--- src/rtl/sprite_mem_arbiter.sv ---
// Round-robin arbiter sharing the sprite/background memory read port between drawing clients.
// One read is issued per cycle; a tag pipeline routes each result back to its requester.
module sprite_mem_arbiter #(
    parameter int unsigned N_REQ   = 4,
    parameter int unsigned ADDR_W  = 19,
    parameter int unsigned DATA_W  = 16,
    parameter int unsigned MEM_LAT = 2
) (
    input  logic                    Clk,
    input  logic                    Reset,
    input  logic [N_REQ-1:0]        req,
    input  logic [N_REQ*ADDR_W-1:0] addr,
    input  logic                    hold,
    output logic [N_REQ-1:0]        gnt,
    output logic                    mem_rd,
    output logic [ADDR_W-1:0]       mem_addr,
    input  logic [DATA_W-1:0]       mem_rdata,
    output logic [DATA_W-1:0]       rdata,
    output logic [N_REQ-1:0]        rvalid,
    output logic                    busy
);
    localparam int unsigned TAG_W = (N_REQ > 1) ? $clog2(N_REQ) : 1;
    localparam int unsigned SUM_W = TAG_W + 1;

    logic [TAG_W-1:0]   rr_ptr_q, rr_ptr_d;
    logic               gnt_any;
    logic [TAG_W-1:0]   gnt_idx;

    logic               mem_rd_q, mem_rd_d;
    logic [ADDR_W-1:0]  mem_addr_q, mem_addr_d;
    logic [MEM_LAT-1:0] tag_vld_q, tag_vld_d;
    logic [TAG_W-1:0]   tag_q [MEM_LAT];
    logic [TAG_W-1:0]   tag_d [MEM_LAT];
    logic [DATA_W-1:0]  rdata_q, rdata_d;
    logic [N_REQ-1:0]   rvalid_q, rvalid_d;

    // Search upward from rr_ptr with wrap; first active requester wins.
    always_comb begin : p_arb
        logic [SUM_W-1:0] cand;
        cand    = '0;
        gnt_any = 1'b0;
        gnt_idx = '0;
        for (int unsigned k = 0; k < N_REQ; k++) begin
            cand = {1'b0, rr_ptr_q} + SUM_W'(k);
            if (cand >= SUM_W'(N_REQ)) begin
                cand = cand - SUM_W'(N_REQ);
            end
            if (!gnt_any && req[cand[TAG_W-1:0]]) begin
                gnt_any = 1'b1;
                gnt_idx = cand[TAG_W-1:0];
            end
        end
        if (hold || Reset) begin
            gnt_any = 1'b0;
            gnt_idx = '0;
        end
        gnt = gnt_any ? (N_REQ'(1) << gnt_idx) : '0;
    end

    always_comb begin : p_next
        rr_ptr_d   = rr_ptr_q;
        mem_rd_d   = gnt_any;
        mem_addr_d = mem_addr_q;
        if (gnt_any) begin
            mem_addr_d = addr[gnt_idx*ADDR_W +: ADDR_W];
            rr_ptr_d   = (gnt_idx == TAG_W'(N_REQ - 1)) ? '0 : gnt_idx + 1'b1;
        end

        tag_vld_d[0] = gnt_any;
        tag_d[0]     = gnt_idx;
        for (int unsigned k = 1; k < MEM_LAT; k++) begin
            tag_vld_d[k] = tag_vld_q[k-1];
            tag_d[k]     = tag_q[k-1];
        end

        // The last tag stage lines up with the cycle mem_rdata is valid.
        rdata_d  = rdata_q;
        rvalid_d = '0;
        if (tag_vld_q[MEM_LAT-1]) begin
            rdata_d  = mem_rdata;
            rvalid_d = N_REQ'(1) << tag_q[MEM_LAT-1];
        end
    end

    always_ff @(posedge Clk) begin
        if (Reset) begin
            rr_ptr_q   <= '0;
            mem_rd_q   <= 1'b0;
            mem_addr_q <= '0;
            tag_vld_q  <= '0;
            rdata_q    <= '0;
            rvalid_q   <= '0;
            for (int unsigned k = 0; k < MEM_LAT; k++) begin
                tag_q[k] <= '0;
            end
        end else begin
            rr_ptr_q   <= rr_ptr_d;
            mem_rd_q   <= mem_rd_d;
            mem_addr_q <= mem_addr_d;
            tag_vld_q  <= tag_vld_d;
            rdata_q    <= rdata_d;
            rvalid_q   <= rvalid_d;
            for (int unsigned k = 0; k < MEM_LAT; k++) begin
                tag_q[k] <= tag_d[k];
            end
        end
    end

    assign mem_rd   = mem_rd_q;
    assign mem_addr = mem_addr_q;
    assign rdata    = rdata_q;
    assign rvalid   = rvalid_q;
    assign busy     = mem_rd_q | (|tag_vld_q) | (|rvalid_q);

endmodule

--- config.mk ---
export PLATFORM = sky130hd
export DESIGN_NAME = sprite_mem_arbiter
export DESIGN_NICKNAME = d
export VERILOG_FILES = /design/src/rtl/sprite_mem_arbiter.sv
export SDC_FILE = /design/constraint.sdc
export NUM_CORES = 1
export LEC_CHECK = 0
export ABC_AREA = 0
export CORE_MARGIN = 1.5
export CORE_UTILIZATION = 33
export CTS_CLUSTER_DIAMETER = 200
export DETAILED_ROUTE_END_ITERATION = 10
export PLACE_DENSITY_LB_ADDON = 0.3
export SLEW_MARGIN = 30
export SYNTH_ARGS = -nofsm -noshare
export SYNTH_HDL_FRONTEND = slang
export SYNTH_SLANG_ARGS = --single-unit
--- constraint.sdc ---
create_clock -name Clk -period 3.3 [get_ports Clk]
set_clock_uncertainty 0.15 [all_clocks]
set_input_delay 0.66 -clock Clk [delete_from_list [all_inputs] [get_ports Clk]]
set_output_delay 0.66 -clock Clk [all_outputs]
set_load 0.05 [all_outputs]
==> impl_metrics.tcl <==
set metrics [dict create \
    io-pin-count 144 \
    cp-end-kind "output pin" \
    max_freq_mhz 308 \
    antenna_left 0 \
    worst_path_most_repeated_cell "buf_4" \
    antenna_found_initial 0 \
    hpwl_um 5810 \
    syn-instance-count 292 \
    die_x_um 92.7 \
    die-height_um 92.7 \
    ys_async_sr_fraction 0 \
    first_global_vias 2606 \
    synthToLayoutAreaGrowth_pct 64.2 \
    final_cell_mix "clkdlybuf4s50_1, dfxtp_1, mux2i_1, buf_4, nand2_1" \
    drc 0 \
    fin_ws_ns 0.0493 \
    drt_iter0_drc 101 \
    crit_fanout 6 \
    first_pass_iters 6 \
    cp_slowest_cell "or4_4" \
    synthesis.area_mm2 0.00266 \
    dp_slack_ns -0.196 \
    hold_class "reg2reg" \
    cp.required_ns 2.49 \
    clk_path_buf_depth 2 \
    grt_busiest_layer "met2" \
    ctsRootBufferMaster "clkbuf_8" \
    n_antenna_cell 0 \
    synth_fp_nets 395 \
    hold_violations 0 \
    path_depth 9 \
    routed_wl_um 8110 \
    cap_violations 0 \
    cp_slowest_stage_delay_ns 0.52 \
    grt_max_degree 27 \
    fin_nets 542 \
    status "complete, no violations" \
    setup_violations 0 \
    p_leak_uw 0.00160 \
    path_cells "dlygate4sd2_1 -> buf_4 -> or4_4 -> nand3_2 -> a21oi_4 -> buf_4 -> ha_1 -> and3_1 -> buf_12" \
    cellPowerDensity_mw_per_mm2 345 \
    worstSetupPathType "in2out" \
    path_clk_slew_ns 0.10 \
    cts_sinks 47 \
    worst_pin_slew_ns 0.518 \
    use_met2 0.310 \
    htree_num_levels 2 \
    cts_buffers 5 \
    cts_tree "built" \
    critPathLaunchType "input port" \
    critical_path_arrival_ns 2.44 \
    clock_latency_ns 0.30 \
    grt_setup_unrepaired "false" \
    grt_pass1_wl_um 12900 \
    layout_commonest_cell "clkdlybuf4s50_1" \
    crit_buf_inv 4 \
    r2r.worst_path.cells 8 \
    synthFlopType "dfxtp_1" \
    grt.overflow.total 0 \
    die_area_mm2 0.00860 \
    gp_congestion 0.772 \
    critical_path.top_delay_family "simple AND/OR/NAND/NOR gates" \
    synth.avg_cell_area_um2 9.10 \
    num_rows 32 \
    ys_seq_elements 47 \
    wl_per_cell_um 15.0 \
    coreArea_mm2 0.00777 \
    grt.total_usage 0.189 \
    ys_types 40 \
    vias_per_cell 5.08 \
    initial_core_util 0.342 \
    ys_warn_count 0 \
    maxSlewHeadroom 0.654 \
    seq_area_frac_synth 0.354 \
    final_layout_size_suffix_gt1_frac 0.136 \
    dpl_cell_area_mm2 0.00423 \
    met3_usage 0.0509 \
    finalCriticalPeriod_ns 3.25 \
    synth_edf_count 0 \
    placement.io_buffers 143 \
    min_period_over_period 0.985 \
    final_cell_area_mm2 0.00436 \
    ir_worst_vdd_mv 0.170 \
    min_delay_path_depth 1 \
    met1_usage 0.251 \
    vias 2752 \
    drv_slew 0 \
]
==> cell families (layout without fill, tap and decap cells) <==
family / after synthesis / after routing / synth area share
adder cells (fa/ha/maj): 4 / 4 / 0.0188
multiplexers: 35 / 35 / 0.132
AO/OA/AOI/OAI: 72 / 72 / 0.197
buffers and inverters: 34 / 182 / 0.0777
AND/OR/NAND/NOR: 100 / 100 / 0.220
flip-flops: 47 / 47 / 0.354
==> flip-flops by register name, summed over array words and instances, names as in the netlist <==
signal / cells
rdata: 16
tag_vld_q: 2
tag_q: 4
mem_addr: 19
rr_ptr_q: 2
rvalid: 4
==> synth_stat cells (2+ instances only) <==
library cell,count,area share
nand4_1,19,0.045
a221o_1,2,0.0075
buf_2,7,0.013
inv_1,7,0.0099
buf_12,2,0.015
nor2b_1,3,0.0071
clkbuf_1,12,0.017
nand2_1,21,0.030
a21oi_1,20,0.038
o311a_1,2,0.0075
o21ai_0,21,0.040
ha_1,4,0.019
dfxtp_1,47,0.35
a221oi_2,2,0.011
buf_6,5,0.021
mux2i_1,35,0.13
nor2_1,20,0.028
nor3b_1,19,0.054
and3_1,4,0.0094
nor4bb_1,3,0.011
o211ai_1,9,0.025
o211ai_2,10,0.047
==> stage by stage <==
stage                     utilization  hold WS (ns)  instances  TNS (ns)  total power, uW
after CTS                       0.561         0.303        542         0             1520
after floorplan                     -         0.264        292         0              917
final                           0.562         0.298        542         0             1510
after global placement          0.544         0.269        532    -0.367             1140
after global routing            0.562         0.318        542         0             1590
after detailed placement        0.544         0.278        532    -0.680             1140
==> path summary, 6_finish.rpt <==
path                                  start           to  slack, ns
worst max-delay path                 req[1]       gnt[3]       0.05
worst min-delay path            tag_q[0][1]  tag_q[0][3]       0.30
worst max register to register  rr_ptr_q[0]  mem_addr[9]       0.97
worst min register to register  tag_q[0][1]  tag_q[0][3]       0.30
==> area by class of cell <==
class                           instances  area [um2]
Inverter                                7        26.3
Sequential cell                        47         941
Multi-Input combinational cell        211        1550
Clock inverter                          3        25.0
Fill cell                             722        3400
Timing Repair Buffer                  167        1630
Tap cell                              102         128
Clock buffer                            5        68.8
==> worst reg2reg max path, delay by kind of cell, from the launching register on <==
family,cells,cell delay [ns]
AOI/OAI and AO/OA,3,0.71
muxes,1,0.27
buffers and inverters,4,0.65
DFF,1,0.43
==> report_power, final <==
group	switching, uW	leakage [uW]	internal [uW]
logic	266	0.00117	243
registers	20.7	0.000385	603
clock network	219	0.0000452	155
==> metal layers <==
metal,vias up,routed length (um)
met2,99,3810
li1,1370,-
met3,5,580
met4,0,44
met5,-,0
met1,1278,3680
==> what timing repair did <==
action	CTS	global route
buffers inserted	2	0
hold buffers	0	0
gates resized for setup	8	2
pin swaps	3	1
endpoints found under the setup margin	4	4
hold endpoints to repair	0	0
(Power assumes the default switching activity.)
